===== config.mk =====
export PLATFORM = sky130hd
export DESIGN_NAME = video_arb_port
export DESIGN_NICKNAME = d
export VERILOG_FILES = /design/src/rtl/video_arb_port_pkg.sv /design/src/rtl/video_arb_tagfifo.sv /design/src/rtl/video_arb_port.sv
export SDC_FILE = /design/constraint.sdc
export NUM_CORES = 1
export LEC_CHECK = 0
export CORE_MARGIN = 2
export CORE_UTILIZATION = 28
export DETAILED_ROUTE_END_ITERATION = 6
export HOLD_SLACK_MARGIN = 0.15
export PLACE_DENSITY_LB_ADDON = 0.15
export SETUP_SLACK_MARGIN = 0.15
export SYNTH_ARGS = -nofsm -noshare
export SYNTH_HDL_FRONTEND = slang
export SYNTH_SLANG_ARGS = --single-unit

===== constraint.sdc =====
create_clock -name clk -period 3.2 [get_ports clk]
set_clock_uncertainty 0.05 [all_clocks]
set_input_delay 0.96 -clock clk [delete_from_list [all_inputs] [get_ports clk]]
set_output_delay 0.96 -clock clk [all_outputs]
set_load 0.05 [all_outputs]

===== src/rtl/video_arb_port_pkg.sv =====
// Shared definitions for the video fetch port arbiter: bandwidth encodings,
// owner tag values and the per-slot grant decision type.
package video_arb_port_pkg;

    // video_bw encodings: fraction of DRAM slots video may claim
    localparam logic [1:0] BW_1_8 = 2'b00;
    localparam logic [1:0] BW_1_4 = 2'b01;
    localparam logic [1:0] BW_1_2 = 2'b10;
    localparam logic [1:0] BW_1_1 = 2'b11;

    // Owner tags stored per in-flight read
    localparam logic OWN_CPU   = 1'b0;
    localparam logic OWN_VIDEO = 1'b1;

    // Outcome of one DRAM slot decision
    typedef enum logic [1:0] {
        GNT_NONE  = 2'b00,
        GNT_CPU   = 2'b01,
        GNT_VIDEO = 2'b10
    } grant_e;

endpackage


===== src/rtl/video_arb_tagfifo.sv =====
// Owner-tag FIFO: one bit per in-flight DRAM read, popped in request order.
// Simultaneous push and pop leave the occupancy unchanged.
module video_arb_tagfifo #(
    parameter int DEPTH = 4
) (
    input  logic clk,
    input  logic rst_n,
    input  logic push,
    input  logic din,
    input  logic pop,
    output logic dout,
    output logic full,
    output logic empty
);

    localparam int PTR_W = (DEPTH > 1) ? $clog2(DEPTH) : 1;

    logic [DEPTH-1:0] mem;
    logic [PTR_W-1:0] wr_ptr;
    logic [PTR_W-1:0] rd_ptr;
    logic [PTR_W:0]   count;
    logic             push_ok;
    logic             pop_ok;

    assign full    = (count == (PTR_W + 1)'(DEPTH));
    assign empty   = (count == '0);
    assign push_ok = push & ~full;
    assign pop_ok  = pop & ~empty;
    assign dout    = mem[rd_ptr];

    // Pointer and occupancy bookkeeping; pointers wrap since DEPTH is a power of two
    // NOTE: state uses non-blocking assignments so every flop samples pre-edge values.
    always_ff @(posedge clk or negedge rst_n) begin
        if (!rst_n) begin
            wr_ptr <= '0;
            rd_ptr <= '0;
            count  <= '0;
        end else begin
            if (push_ok) wr_ptr <= wr_ptr + 1'b1;
            if (pop_ok)  rd_ptr <= rd_ptr + 1'b1;
            case ({push_ok, pop_ok})
                2'b10:   count <= count + 1'b1;
                2'b01:   count <= count - 1'b1;
                default: count <= count;
            endcase
        end
    end

    // Tag storage
    // NOTE: storage is not reset; empty pointers guarantee stale bits are never read.
    always_ff @(posedge clk) begin
        if (push_ok) mem[wr_ptr] <= din;
    end

endmodule


===== src/rtl/video_arb_port.sv =====
// Video fetch port arbiter: grants DRAM slots to video by requested
// bandwidth, gives leftover slots to the CPU, and routes read data back to
// the owner of each in-flight read.
// Build option VIDEO_FREE_SLOT_EN: otherwise-idle slots go to video when
// video_go is set, so video may exceed its video_bw share.
module video_arb_port
    import video_arb_port_pkg::*;
#(
    parameter int ADDR_W    = 21,
    parameter int DATA_W    = 16,
    parameter int TAG_DEPTH = 4
) (
    input  logic              clk,
    input  logic              rst_n,
    input  logic              cycle_start,
    input  logic              video_go,
    input  logic [1:0]        video_bw,
    input  logic [ADDR_W-1:0] video_addr,
    output logic              video_next,
    output logic              video_strobe,
    output logic [DATA_W-1:0] video_data,
    input  logic              cpu_req,
    input  logic [ADDR_W-1:0] cpu_addr,
    output logic              cpu_next,
    output logic              cpu_strobe,
    output logic [DATA_W-1:0] cpu_rdata,
    output logic              dram_req,
    output logic [ADDR_W-1:0] dram_addr,
    input  logic              dram_rrdy,
    input  logic [DATA_W-1:0] dram_rdata,
    output logic              proto_err
);

    logic [2:0] slot_cnt;
    logic       eligible;
    grant_e     grant;
    logic       fifo_full;
    logic       fifo_empty;
    logic       fifo_head;
    logic       pop;

    assign pop = dram_rrdy & ~fifo_empty;

    // Is the current slot one that video's bandwidth setting entitles it to
    // NOTE: every always_comb output gets a default first so no latch is inferred.
    always_comb begin
        eligible = 1'b0;
        case (video_bw)
            BW_1_8:  eligible = (slot_cnt == 3'd0);
            BW_1_4:  eligible = (slot_cnt[1:0] == 2'd0);
            BW_1_2:  eligible = ~slot_cnt[0];
            default: eligible = 1'b1;
        endcase
    end

    // Slot decision: a full owner FIFO blocks everything, then video, then CPU
    always_comb begin
        grant = GNT_NONE;
        if (cycle_start && !fifo_full) begin
            if (video_go && eligible) begin
                grant = GNT_VIDEO;
            end else if (cpu_req) begin
                grant = GNT_CPU;
            end
`ifdef VIDEO_FREE_SLOT_EN
            else if (video_go) begin
                grant = GNT_VIDEO;
            end
`endif
        end
    end

    // Slot counter advances on every decision point
    always_ff @(posedge clk or negedge rst_n) begin
        if (!rst_n) slot_cnt <= '0;
        else if (cycle_start) slot_cnt <= slot_cnt + 3'd1;
    end

    // Registered grant: DRAM request, address and the winner's next pulse
    always_ff @(posedge clk or negedge rst_n) begin
        if (!rst_n) begin
            dram_req   <= 1'b0;
            dram_addr  <= '0;
            video_next <= 1'b0;
            cpu_next   <= 1'b0;
        end else begin
            dram_req   <= (grant != GNT_NONE);
            video_next <= (grant == GNT_VIDEO);
            cpu_next   <= (grant == GNT_CPU);
            if (grant == GNT_VIDEO)    dram_addr <= video_addr;
            else if (grant == GNT_CPU) dram_addr <= cpu_addr;
        end
    end

    // Read return: steer data to the owner at the FIFO head, flag orphan returns
    always_ff @(posedge clk or negedge rst_n) begin
        if (!rst_n) begin
            video_strobe <= 1'b0;
            cpu_strobe   <= 1'b0;
            video_data   <= '0;
            cpu_rdata    <= '0;
            proto_err    <= 1'b0;
        end else begin
            video_strobe <= pop & (fifo_head == OWN_VIDEO);
            cpu_strobe   <= pop & (fifo_head == OWN_CPU);
            if (pop && fifo_head == OWN_VIDEO) video_data <= dram_rdata;
            if (pop && fifo_head == OWN_CPU)   cpu_rdata  <= dram_rdata;
            if (dram_rrdy && fifo_empty)       proto_err  <= 1'b1;
        end
    end

    video_arb_tagfifo #(
        .DEPTH (TAG_DEPTH)
    ) u_tagfifo (
        .clk   (clk),
        .rst_n (rst_n),
        .push  (grant != GNT_NONE),
        .din   ((grant == GNT_VIDEO) ? OWN_VIDEO : OWN_CPU),
        .pop   (pop),
        .dout  (fifo_head),
        .full  (fifo_full),
        .empty (fifo_empty)
    );

endmodule


# Word level (Yosys, flattened, before mapping)
# Index checks and enable logic that the tools add are counted.
# totals
word_cells	65
out_inout_bits	59
in_bits	66
ff_bits	73
# op_classes
n_addsub	5
eq_ne	7
n_lt_le_gt_ge	3
n_mux	13
n_bitwise	9
n_reduce_logical	14
# ops
cell	count
21-bit 2-to-1 mux	2
3-bit by 1-bit adder with 3-bit output, second input constant	2
2-bit by 1-bit == test with 1-bit output, second input constant	3
2-bit == test, second input constant	3
1-bit logical AND	6
3-bit zero test	2
2-bit by 3-bit < comparator with 1-bit output, second input constant	2
3-bit case mux with 2 select lines	1
2-bit nonzero test	3
1-bit bitwise AND	5
2-bit by 1-bit adder with 2-bit output, second input constant	2
4-bit bitwise mux	1
2-bit zero test	2
1-bit 2-to-1 mux	4
2-bit 2-to-1 mux	2
1-bit inverter	4
3-bit == test, second input constant	1
1-bit case mux with 3 select lines	1
3-bit by 1-bit subtractor with 3-bit output, second input constant	1
1-bit binary-select mux with 2-bit select	1
1-bit demux with 2-bit select	1
2-bit by 1-bit greater-or-equal comparator with 1-bit output, second input constant	1
1-bit zero test	1

# Logic depth before layout (Yosys ltp)
# Gate-level depths: netlist of run 1.
# depth
ltp_word	9
ltp_mapped	13
ltp_nobuf	13

# Cells and area by module
# A second synthesis of run 1 with hierarchy kept.
# hier_totals
cells_unflattened	238
area_unflattened_um2	3216.8
# modules_own_cells
mod	cells_each	seq_area_each_um2	area_per_inst_um2	instances
video_arb_port	196	1551.5	2633.8	1
video_arb_tagfifo	42	295.3	583.1	1

# Worst setup path before layout of run 1
# OpenSTA, ideal clock, no wires.
# synth_path
kind	input port to flip-flop
start	input port video_bw[1]
end	register u_tagfifo.count[2]
t_required_ns	3.022
setup_slack_ns	0.214
path_buffers	0
arrival_time_ns	2.808
stages	12
setup_time_ns	0.128
cell_sequence	mux2i_1 -> o221ai_1 -> nand2b_1 -> ha_1 -> a21oi_1 -> inv_1 -> ha_1 -> inv_1 -> fa_1 -> xor2_1 -> nor2_1 -> xor2_1
# synth_between
elab_chain_cells	9
elab_cells_between_ends	13
classes_between	eq/ne: 4; mux: 4; bitwise: 1; reduce/logical: 4
# synth_lines
element	line	text
start: declaration	video_arb_port.sv:17	input logic [1:0] video_bw,
2-bit == test, or another cell as far along	video_arb_port.sv:48	case (video_bw)
1-bit case mux with 3 select lines (*)	video_arb_port.sv:48	
1-bit logical AND (*)	video_arb_port.sv:60	if (video_go && eligible) begin
2-bit 2-to-1 mux (*)	video_arb_port.sv:60	
2-bit 2-to-1 mux (*)	video_arb_port.sv:59	if (cycle_start && !fifo_full) begin
2-bit nonzero test (*)	video_arb_port.sv:117	.push (grant != GNT_NONE),
1-bit bitwise AND (*)	video_arb_tagfifo.sv:27	assign push_ok = push & ~full;
2-bit by 1-bit == test with 1-bit output or 2-bit == test (tied branches)	video_arb_tagfifo.sv:41	case ({push_ok, pop_ok})
3-bit case mux with 2 select lines or 2-bit nonzero test (tied branches)	--	
end signal: assignment	video_arb_tagfifo.sv:42	2'b10: count <= count + 1'b1;
end signal: assignment	video_arb_tagfifo.sv:43	2'b01: count <= count - 1'b1;
end signal: assignment	video_arb_tagfifo.sv:44	default: count <= count;
end: declaration	video_arb_tagfifo.sv:21	logic [PTR_W:0] count;
# Every way passes the cells marked *; elsewhere a longest branch is shown, timed or not.
# A chain may end at the register's enable or synchronous reset.

# Worst setup path after layout of run 1
# layout_path
start	input port cycle_start
end	register dram_addr[16]
# layout_between
elab_chain_cells	4
elab_cells_between_ends	6
classes_between	eq/ne: 2; mux: 2; reduce/logical: 2
# layout_lines
element	line	text
start: declaration	video_arb_port.sv:15	input logic cycle_start,
1-bit logical AND (*)	video_arb_port.sv:59	
2-bit 2-to-1 mux (*)	video_arb_port.sv:59	
2-bit == test or 2-bit by 1-bit == test with 1-bit output (tied branches)	video_arb_port.sv:90, video_arb_port.sv:91	
21-bit 2-to-1 mux or 2-bit nonzero test (tied branches)	--	
end signal: assignment	video_arb_port.sv:90	if (grant == GNT_VIDEO) dram_addr <= video_addr;
end signal: assignment	video_arb_port.sv:91	else if (grant == GNT_CPU) dram_addr <= cpu_addr;
end: declaration	video_arb_port.sv:28	output logic [ADDR_W-1:0] dram_addr,
# Marks and branches as above.

==> results of run 1 <==
==> sequential cells by signal (all words and copies together) (netlist names) <==
| signal | count |
|---|---|
| cpu_next | 1 |
| video_strobe | 1 |
| u_tagfifo.mem | 4 |
| slot_cnt | 3 |
| proto_err | 1 |
| cpu_strobe | 1 |
| u_tagfifo.count | 3 |
| video_next | 1 |
| dram_req | 1 |
| u_tagfifo.rd_ptr | 2 |
| cpu_rdata | 16 |
| dram_addr | 21 |
| u_tagfifo.wr_ptr | 2 |
| video_data | 16 |
==> routing by layer <==
layer  GRT usage (%)  wire length (um)  part of all wire [%]  vias to the layer above
met2            17.3              3000                    44                       94
met4            3.75                87                   1.3                        0
met1            14.4              3100                    46                     1036
met5               0                 0                     0                        -
met3            4.77               571                   8.5                        7
li1                -                 -                     -                     1080
==> where the power goes <==
part | total [mW] | internal [mW] | switching [mW]
sequential | 1.63 | 1.37 | 0.258
clock | 0.912 | 0.526 | 0.386
combinational | 3.14 | 1.22 | 1.93
total | 5.68 | 3.11 | 2.57
==> cells in the final DEF, fill, tap and decap left out, drive strengths merged <==
cell type      Yosys  final
dfrtp             69     69
edfxtp             4      4
clkinv             0      1
clkdlybuf4s50      0    122
nor3               1      1
nand2b             1      1
o21ai              2      2
fa                 1      1
o221ai             1      1
nand2              5      5
a21boi             1      1
and3               1      1
o31ai              1      1
clkbuf             6     10
xor2               3      3
and2               4      4
buf                4     14
mux4               1      1
xnor2              5      5
ha                10     10
mux2              33     33
inv               11     13
a21o               1      1
dlymetal6s2s       0      1
mux2i             22     22
nand3              1      1
a21oi             22     22
clkinvlp           0      3
nor2              24     24
nor2b              1      1
==> path summary, 6_finish.rpt <==
check                                        startpoint                        endpoint  depth (start not counted)
worst max register to register  slot_cnt[0]$_DFFE_PN0P_  u_tagfifo.count[2]$_DFFE_PN0P_                         13
worst max-delay path                        cycle_start       dram_addr[16]$_DFFE_PN0P_                         11
max in group asynchronous                         rst_n            cpu_strobe$_DFF_PN0_                          2
worst min-delay path              proto_err$_DFFE_PN0P_           proto_err$_DFFE_PN0P_                          1
min in group asynchronous                         rst_n            video_next$_DFF_PN0_                          1
worst min register to register    proto_err$_DFFE_PN0P_           proto_err$_DFFE_PN0P_                          1
==> repair_timing <==
| item | CTS | global route |
|---|---|---|
| pin swaps | 2 | 1 |
| setup buffers | 3 | 0 |
| endpoints found under the setup margin | 2 | 23 |
| gates resized for setup | 3 | 5 |
==> cell type report <==
class                   instances  area [sq um]  share of cell area, %
flip-flops and latches         73          1850                   37.4
repair buffers                137          1360                   27.5
multi-input cells             141          1250                   25.2
clock buffers                  10           229                   4.63
well taps                     140           175                   3.54
clock inverters                 6          42.5                  0.861
inverters                      11          41.3                  0.835
==> cells by family (layout without fill, tap and decap cells) <==
logic type	Yosys count	after routing
AOI/OAI and AO/OA	28	28
and+or+nand+nor	38	38
buffers and inverters	21	164
adders and majority gates	11	11
muxes	56	56
xor gates and xnor gates	8	8
DFF	73	73
==> cell usage after synthesis, drive strengths merged <==
| cell type | n | share of area (%) |
|---|---|---|
| a21boi | 1 | 0.24 |
| a21o | 1 | 0.24 |
| a21oi | 22 | 3.5 |
| and2 | 4 | 0.79 |
| and3 | 1 | 0.20 |
| buf | 4 | 1.4 |
| clkbuf | 6 | 0.71 |
| dfrtp | 69 | 54 |
| edfxtp | 4 | 3.8 |
| fa | 1 | 0.63 |
| ha | 10 | 3.9 |
| inv | 11 | 1.3 |
| mux2 | 33 | 13 |
| mux2i | 22 | 6.9 |
| mux4 | 1 | 0.71 |
| nand2 | 5 | 0.83 |
| nand2b | 1 | 0.20 |
| nand3 | 1 | 0.16 |
| nor2 | 24 | 3.4 |
| nor2b | 1 | 0.20 |
| nor3 | 1 | 0.16 |
| o21ai | 2 | 0.32 |
| o221ai | 1 | 0.28 |
| o31ai | 1 | 0.67 |
| xnor2 | 5 | 1.4 |
| xor2 | 3 | 0.83 |
==> flow_summary.yaml, run 1 <==
sta:
  worst_pin_slew_ns: 0.634
  min_period_ns: 2.88
  setup_viol: 0
  finalCritPeriodShare_pct: 90.0
  layout_setup_ws_ns: 0.319
  hold_ws_ns: 0.409
  hold_violations: 0
  finalMaxSlewViolations: 0
  fin_setup_tns_ns: 0
  relSlewSlack_pct: 57.7
  clock.fmax_ghz: 0.347
  rsz0062_at_grt: "no"
synthesis:
  synthAdderAreaFrac_pct: 4.57
  ys_seq_area_share_pct: 58.2
  synth_warnings: 0
  synth_xor_area_share_pct: 2.21
  synth-simple-area-share_pct: 5.87
  ys_ff_latch: 73
  synth_top_family_by_area: "multiplexers"
  netlist_area_sq_um: 3170
  synthCells: 235
  syn_avg_cell_area_sq_um: 13.5
  synthMuxAreaShare_pct: 20.5
  synthesis.nets: 312
  synth-compound-area-share_pct: 5.20
  synth_cell_type_count: 31
floorplan:
  core_area_sq_um: 10900
  initial_utilization_pct: 29.0
  placementRows: 38
  die-area_sq_um: 12200
  die_height_um: 110
  io_pins: 125
  die_w_um: 110
clock_tree:
  cts_buffers: 9
  clk_pin_slew_ns: 0.06
  ctsHtreeMaxLevel: 3
  cts_root_buf: "clkbuf_16"
  cts_tree: "done"
  clock_latency_ns: 0.32
  cts_hold_buf: 0
  cts_buffer_depth: 2
  clock_sinks: 73
drt:
  wl_per_cell_um: 13.0
  wirelength_um: 6760
  dr.first_iter.drc_count: 52
  drc: 0
  viasPerCell: 4.28
  dr_total_vias: 2217
  ant_nets: 0
  dr.pass1.iters: 4
worst_setup_path:
  critPathMaxFanout: 26
  crit_arrival_ns: 3.03
  crit_top_cell: "buf_4"
  start_kind: "input pin"
  crit_chain: "clkdlybuf4s50_1 -> a21boi_2 -> nand3_2 -> buf_4 -> buf_4 -> buf_4 -> buf_4 -> ha_1 -> buf_12 -> mux2i_1 -> a21oi_1"
  critical_path_class: "input pin to flip-flop"
  critical_path_buf_inv_count: 6
  crit_required_ns: 3.35
  crit_path_end_kind: "flip-flop"
  cp_top_family: "buffers and inverters"
  crit_slowest_cell: "clkdlybuf4s50_1"
  max_stage_delay_ns: 0.49
  rrSetupSlack_ns: 0.69
grt:
  antenna_found_initial: 0
  grt_overflow_total: 0
  first_global_vias: 2323
  grt_use_total_pct: 11.3
  grt_max_degree: 43
  grt_pass1_wl_um: 11300
power_and_ir_drop:
  p_per_area_nw_per_um2: 1150
  power.leakage_nw: 2.08
  power_mw: 5.68
  vdd_drop_max_mv: 0.573
placement:
  gp_congestion: 0.720
  place_area_sq_um: 4620
  place_ws_ns: -0.240
  dp_hpwl_um: 4850
  port_buffers: 124
  dp_cells: 499
finish:
  stdcell_count: 518
  layout-drive-gt1-share_pct: 19.0
  layout.nets: 450
  area_growth_pct: 55.7
  nFillCells: 1056
  antenna_cells: 0
  utilization_pct: 45.2
  finish.instance_area_sq_um: 4940
flow_run:
  max_cap_violations: 0
outcome:
  status: "complete, no violations"
hold_path:
  hp-class: "flip-flop to flip-flop"
(Power assumes the default switching activity.)
==> inputs of run 2 (changes only) <==
--- a/config.mk
+++ b/config.mk
@@ -10,2 +10,3 @@
 export DETAILED_ROUTE_END_ITERATION = 6
+export DONT_BUFFER_PORTS = 1
 export HOLD_SLACK_MARGIN = 0.15
--- a/constraint.sdc
+++ b/constraint.sdc
@@ -4,2 +4,2 @@
 set_output_delay 0.96 -clock clk [all_outputs]
-set_load 0.05 [all_outputs]
+set_load 0.005 [all_outputs]
==> run 2 against run 1 <==
Total power down 36%. Sequential power up 6%. Highest routed layer unchanged. Clock power up 7.3%. Critical endpoint is now u_tagfifo.count[2]$_DFFE_PN0P_.
==> flow_summary.yaml, run 2 (same netlist as run 1, synthesis figures left out) <==
placement:
  port_buffers: 0
  dp_hpwl_um: 3880
  place_ws_ns: 0.220
  gp_congestion: 0.702
worst_setup_path:
  start_kind: "input pin"
  r2r-start: "slot_cnt[0]$_DFFE_PN0P_"
  crit_arrival_ns: 2.83
  crit_required_ns: 3.40
  critPathLaunch: "video_bw[1]"
  critPathMaxFanout: 4
  critical_path_class: "input pin to flip-flop"
  crit_path_end_kind: "flip-flop"
sta:
  min_period_ns: 2.63
  worst_pin_slew_ns: 0.398
  setup_viol: 0
  finalCritPeriodShare_pct: 82.1
  clock.fmax_ghz: 0.381
  hold_violations: 0
  finalMaxSlewViolations: 0
  layout_setup_ws_ns: 0.573
  hold_ws_ns: 0.272
  rsz0062_at_grt: "no"
  relSlewSlack_pct: 73.4
  fin_setup_tns_ns: 0
drt:
  ant_nets: 0
  wirelength_um: 5720
  wl_per_cell_um: 14.9
  dr.pass1.iters: 4
  dr.first_iter.drc_count: 70
  dr_total_vias: 1749
  viasPerCell: 4.55
  drc: 0
hold_path:
  hp-class: "input pin to asynchronous set/reset pin"
clock_tree:
  cts_setup_buffers: 0
  cts_tree: "done"
  clock_latency_ns: 0.33
  ctsHtreeMaxLevel: 3
  clk_pin_slew_ns: 0.06
  clock_sinks: 73
  cts_buffer_depth: 2
  cts_resized: 0
  cts_root_buf: "clkbuf_16"
  cts_hold_buf: 0
  cts_buffers: 9
finish:
  largest_reg_flops: 21
  antenna_cells: 0
  largest-register: "dram_addr"
  layout.nets: 316
  layout-drive-gt1-share_pct: 22.5
  final_common_cell: "dfrtp_1"
  layout_common_cells: "69 x dfrtp_1, 23 x nor2_1, 23 x mux2_2"
  reg.largest.list: "dram_addr: 21 flops, cpu_rdata: 16 flops, video_data: 16 flops"
  area_growth_pct: 13.2
floorplan:
  die_height_um: 110
  initial_utilization_pct: 29.0
  io_pins: 125
  placementRows: 38
  die_w_um: 110
  die-area_sq_um: 12200
  core_area_sq_um: 10900
grt:
  grt_pass1_wl_um: 9680
  grt_overflow_total: 0
  grt_max_degree: 70
  grt_use_total_pct: 10.1
  first_global_vias: 1869
  antenna_found_initial: 0
power_and_ir_drop:
  p_sw_mw: 1.17
  p_per_area_nw_per_um2: 1020
  power_frac_seq_pct: 47.2
  power_mw: 3.66
  power.leakage_nw: 1.54
  intPower_mw: 2.50
  comb_power_share_pct: 26.0
  clockPowerShare_pct: 26.7
  swShare_pct: 31.9
  vdd_drop_max_mv: 0.375
flow_run:
  max_cap_violations: 0
outcome:
  status: "complete, no violations"
## run 2: cell count changes in the layout (fill, tap and decap cells not counted), moves of 2 or more
cell             change
clkinv_2             +3
buf_12               -2
clkdlybuf4s50_1    -122
buf_4                -8
clkinvlp_4           -3
## run 2: power groups by stage
| stage | clock network (mW) | logic (mW) | registers (mW) |
|---|---|---|---|
| after floorplan | 0 | 0.876 | 1.65 |
| after global placement | 0 | 0.947 | 1.77 |
| after detailed placement | 0 | 0.975 | 1.76 |
| after CTS | 1.02 | 0.975 | 1.75 |
| after global routing | 1.07 | 1.09 | 1.80 |
| final | 0.979 | 0.954 | 1.73 |
## run 2: worst paths after layout
kind	to	slack [ns]	cells past startpoint
max in group asynchronous	dram_addr[19]$_DFFE_PN0P_	2.73	0
min reg2reg	slot_cnt[2]$_DFFE_PN0P_	0.43	1
min in group clk	slot_cnt[2]$_DFFE_PN0P_	0.43	1
max	u_tagfifo.count[2]$_DFFE_PN0P_	0.57	12
max reg2reg	u_tagfifo.count[2]$_DFFE_PN0P_	0.65	13
min	video_data[5]$_DFFE_PN0P_	0.27	0
## run 2: cell type report
class	count	area (sq um)
clock buffers	10	229
clock inverters	6	58.8
fillers	1116	7340
inverters	11	41.3
multi-input cells	141	1220
flip-flops and latches	73	1850
well taps	140	175
repair buffers	3	22.5
## run 2: routing by layer
layer  vias to the layer above  share of wire [%]  global-route usage, %
met1                       830                 42                   12.1
met4                         0                1.5                   4.50
met2                        97                 45                   14.6
li1                        815                  -                      -
met5                         -                  0                      0
met3                         7                 12                   5.82
## run 2: stage by stage
stage | cell area, sq um | cells | util, %
after floorplan | 3170 | 235 | -
after global placement | 3300 | 368 | 30.2
after detailed placement | 3300 | 368 | 30.2
after CTS | 3590 | 384 | 32.8
after global routing | 3590 | 384 | 32.8
final | 3590 | 384 | 32.8
## run 2: worst max-delay path, cell delays in order
cell and delay (ns):
mux2i_1 0.09, o221ai_1 0.29, nand2b_1 0.18, ha_1 0.17
a21oi_1 0.06, inv_1 0.07, ha_1 0.17, inv_1 0.06
fa_1 0.37, xor2_1 0.15, nor2_1 0.12, xor2_1 0.15
==> inputs of run 3 (changes only) <==
Clock period 3.2 ns to 2.2 ns, I/O delays scaled along.
==> run 3 against run 2 <==
Critical path type is now flip-flop to flip-flop. Critical path depth increased by 1. Largest power group unchanged. Critical endpoint unchanged. Combinational power increased by 99%. Final cell count increased by 6.5%. The flow now finishes with violations (negative hold slack). Register-to-register slack got worse by 0.65 ns. Count of clock-buffer cells in the layout unchanged. Die area unchanged. Via count increased by 7.0%. Total power increased by 59%. Design area increased by 12%. Clock power increased by 49%. Sequential cell count unchanged. Wire length increased by 15%.
==> flow_summary.yaml, run 3 (same netlist as run 1, synthesis figures left out) <==
finish:
  layout_common_cells: "69 x dfrtp_1, 23 x nor2_1, 23 x mux2_2"
  reg.largest.list: "dram_addr: 21 flops, cpu_rdata: 16 flops, video_data: 16 flops"
  utilization_pct: 36.7
  finish.instance_area_sq_um: 4010
  final_common_cell: "dfrtp_1"
  largest-register: "dram_addr"
  layout-drive-gt1-share_pct: 37.5
  area_growth_pct: 26.4
  layout.nets: 341
  antenna_cells: 0
  largest_reg_flops: 21
placement:
  port_buffers: 0
  place_area_sq_um: 3480
  dp_hpwl_um: 4270
  gp_congestion: 0.682
sta:
  finalMaxSlewViolations: 0
  hold_violations: 69
  relSlewSlack_pct: 73.1
  hold_ws_ns: -0.0286
  finalCritPeriodShare_pct: 100
  setup_viol: 0
  rsz0062_at_grt: "yes"
  min_period_ns: 2.20
  clock.fmax_ghz: 0.455
  worst_pin_slew_ns: 0.403
outcome:
  status: "complete, but fails checks"
  violations: "negative hold slack"
worst_setup_path:
  crit_chain: "inv_1 -> ha_4 -> o221ai_4 -> nand2b_4 -> ha_4 -> a21oi_4 -> inv_2 -> ha_4 -> inv_2 -> fa_2 -> xor2_1 -> nor2_1 -> xor2_1"
  r2r-start: "slot_cnt[0]$_DFFE_PN0P_"
  crit_top_cell: "ha_4"
  crit_path_end_kind: "flip-flop"
  reg2regPathDepth: 13
  crit_required_ns: 2.40
  crit_arrival_ns: 2.40
  critical_path_class: "flip-flop to flip-flop"
  rrSetupSlack_ns: 0.0002
  critPathLaunch: "slot_cnt[0]$_DFFE_PN0P_"
  start_kind: "flip-flop"
  reg2reg_to: "u_tagfifo.count[2]$_DFFE_PN0P_"
  max_stage_delay_ns: 0.35
  crit_slowest_cell: "dfrtp_1"
  critPathMaxFanout: 3
clock_tree:
  cts_buffer_depth: 2
  cts_tree: "done"
  cts_buffers: 9
  clock_latency_ns: 0.33
  clock_sinks: 73
  cts_root_buf: "clkbuf_16"
  ctsHtreeMaxLevel: 3
  clk_pin_slew_ns: 0.06
grt:
  grt_max_degree: 70
  grt_pass1_wl_um: 10700
  antenna_found_initial: 0
  grt_use_total_pct: 11.0
  first_global_vias: 1974
  grt_overflow_total: 0
flow_run:
  max_cap_violations: 0
floorplan:
  initial_utilization_pct: 29.0
  die_height_um: 110
  placementRows: 38
  core_area_sq_um: 10900
  die_w_um: 110
  io_pins: 125
  die-area_sq_um: 12200
power_and_ir_drop:
  vdd_drop_max_mv: 0.686
  p_per_area_nw_per_um2: 1460
  power.leakage_nw: 1.71
drt:
  ant_nets: 0
  wl_per_cell_um: 16.1
  dr.pass1.iters: 4
  dr_total_vias: 1872
  dr.first_iter.drc_count: 74
  drc: 0
  viasPerCell: 4.58
  wirelength_um: 6590
hold_path:
  hp-class: "input pin to asynchronous set/reset pin"
## run 3: cell count changes in the layout (fill, tap and decap cells not counted), sizes merged
cell	before	now
buf	3	26
clkbuf	10	12
clkinv	5	4
clkinvlp	0	1
## run 3: metrics by stage
stage	hold WS [ns]	worst slack (ns)	power [mW]	cells	setup TNS, ns
after floorplan	0.314	-0.228	3.78	235	-0.413
after global placement	0.316	-0.227	4.21	379	-0.379
after detailed placement	0.316	-0.259	4.23	379	-0.459
after CTS	-0.0458	-0.0184	5.83	401	-0.0184
after global routing	-0.0537	-0.160	6.28	409	-0.248
final	-0.0286	0.000247	5.84	409	0
## run 3: routing by layer
layer / GRT usage (%) / wire length [um] / vias to the layer above
li1: - / - / 862
met1: 13.3 / 2770 / 897
met2: 16.0 / 2910 / 101
met3: 6.59 / 803 / 12
met4: 4.25 / 104 / 0
met5: 0 / 0 / -
## run 3: critical path: cells and delay by family (launching register included)
family | cells | cell delay [ns]
AO/OA/AOI/OAI | 2 | 0.23
XOR/XNOR | 2 | 0.30
adder cells (fa/ha/maj) | 4 | 0.74
buffers and inverters | 3 | 0.16
flip-flops | 1 | 0.35
AND/OR/NAND/NOR | 2 | 0.29
## run 3: area by class of cell
cell class                      instances  area (sq um)
Clock inverter                          6          68.8
Timing Repair Buffer                   28           285
Fill cell                            1090          6920
Clock buffer                           10           229
Sequential cell                        73          1850
Multi-Input combinational cell        141          1370
Tap cell                              140           175
Inverter                               11          41.3
## run 3: repair_timing
item                                   CTS  global route
endpoints found under the hold margin   69            69
gates cloned                             0             3
resized for setup                        7            12
setup endpoints to repair                2            28
setup buffers                            6             5
pin swaps                                7            13
## run 3: report_power, final
group	internal (mW)	leakage, nW	switching [mW]
logic	1.08	0.728	0.818
clock network	0.882	0.143	0.574
registers	2.00	0.838	0.483
## run 3: worst max path at each step
stage / slack [ns] / to / depth (start not counted)
floorplan: -0.23 / u_tagfifo.count[2]$_DFFE_PN0P_ / 12
global placement: -0.23 / u_tagfifo.count[2]$_DFFE_PN0P_ / 12
detailed placement: -0.26 / u_tagfifo.count[2]$_DFFE_PN0P_ / 12
CTS: -0.02 / u_tagfifo.count[2]$_DFFE_PN0P_ / 13
global route: -0.16 / u_tagfifo.count[2]$_DFFE_PN0P_ / 13
finish: 0.0002 / u_tagfifo.count[2]$_DFFE_PN0P_ / 13
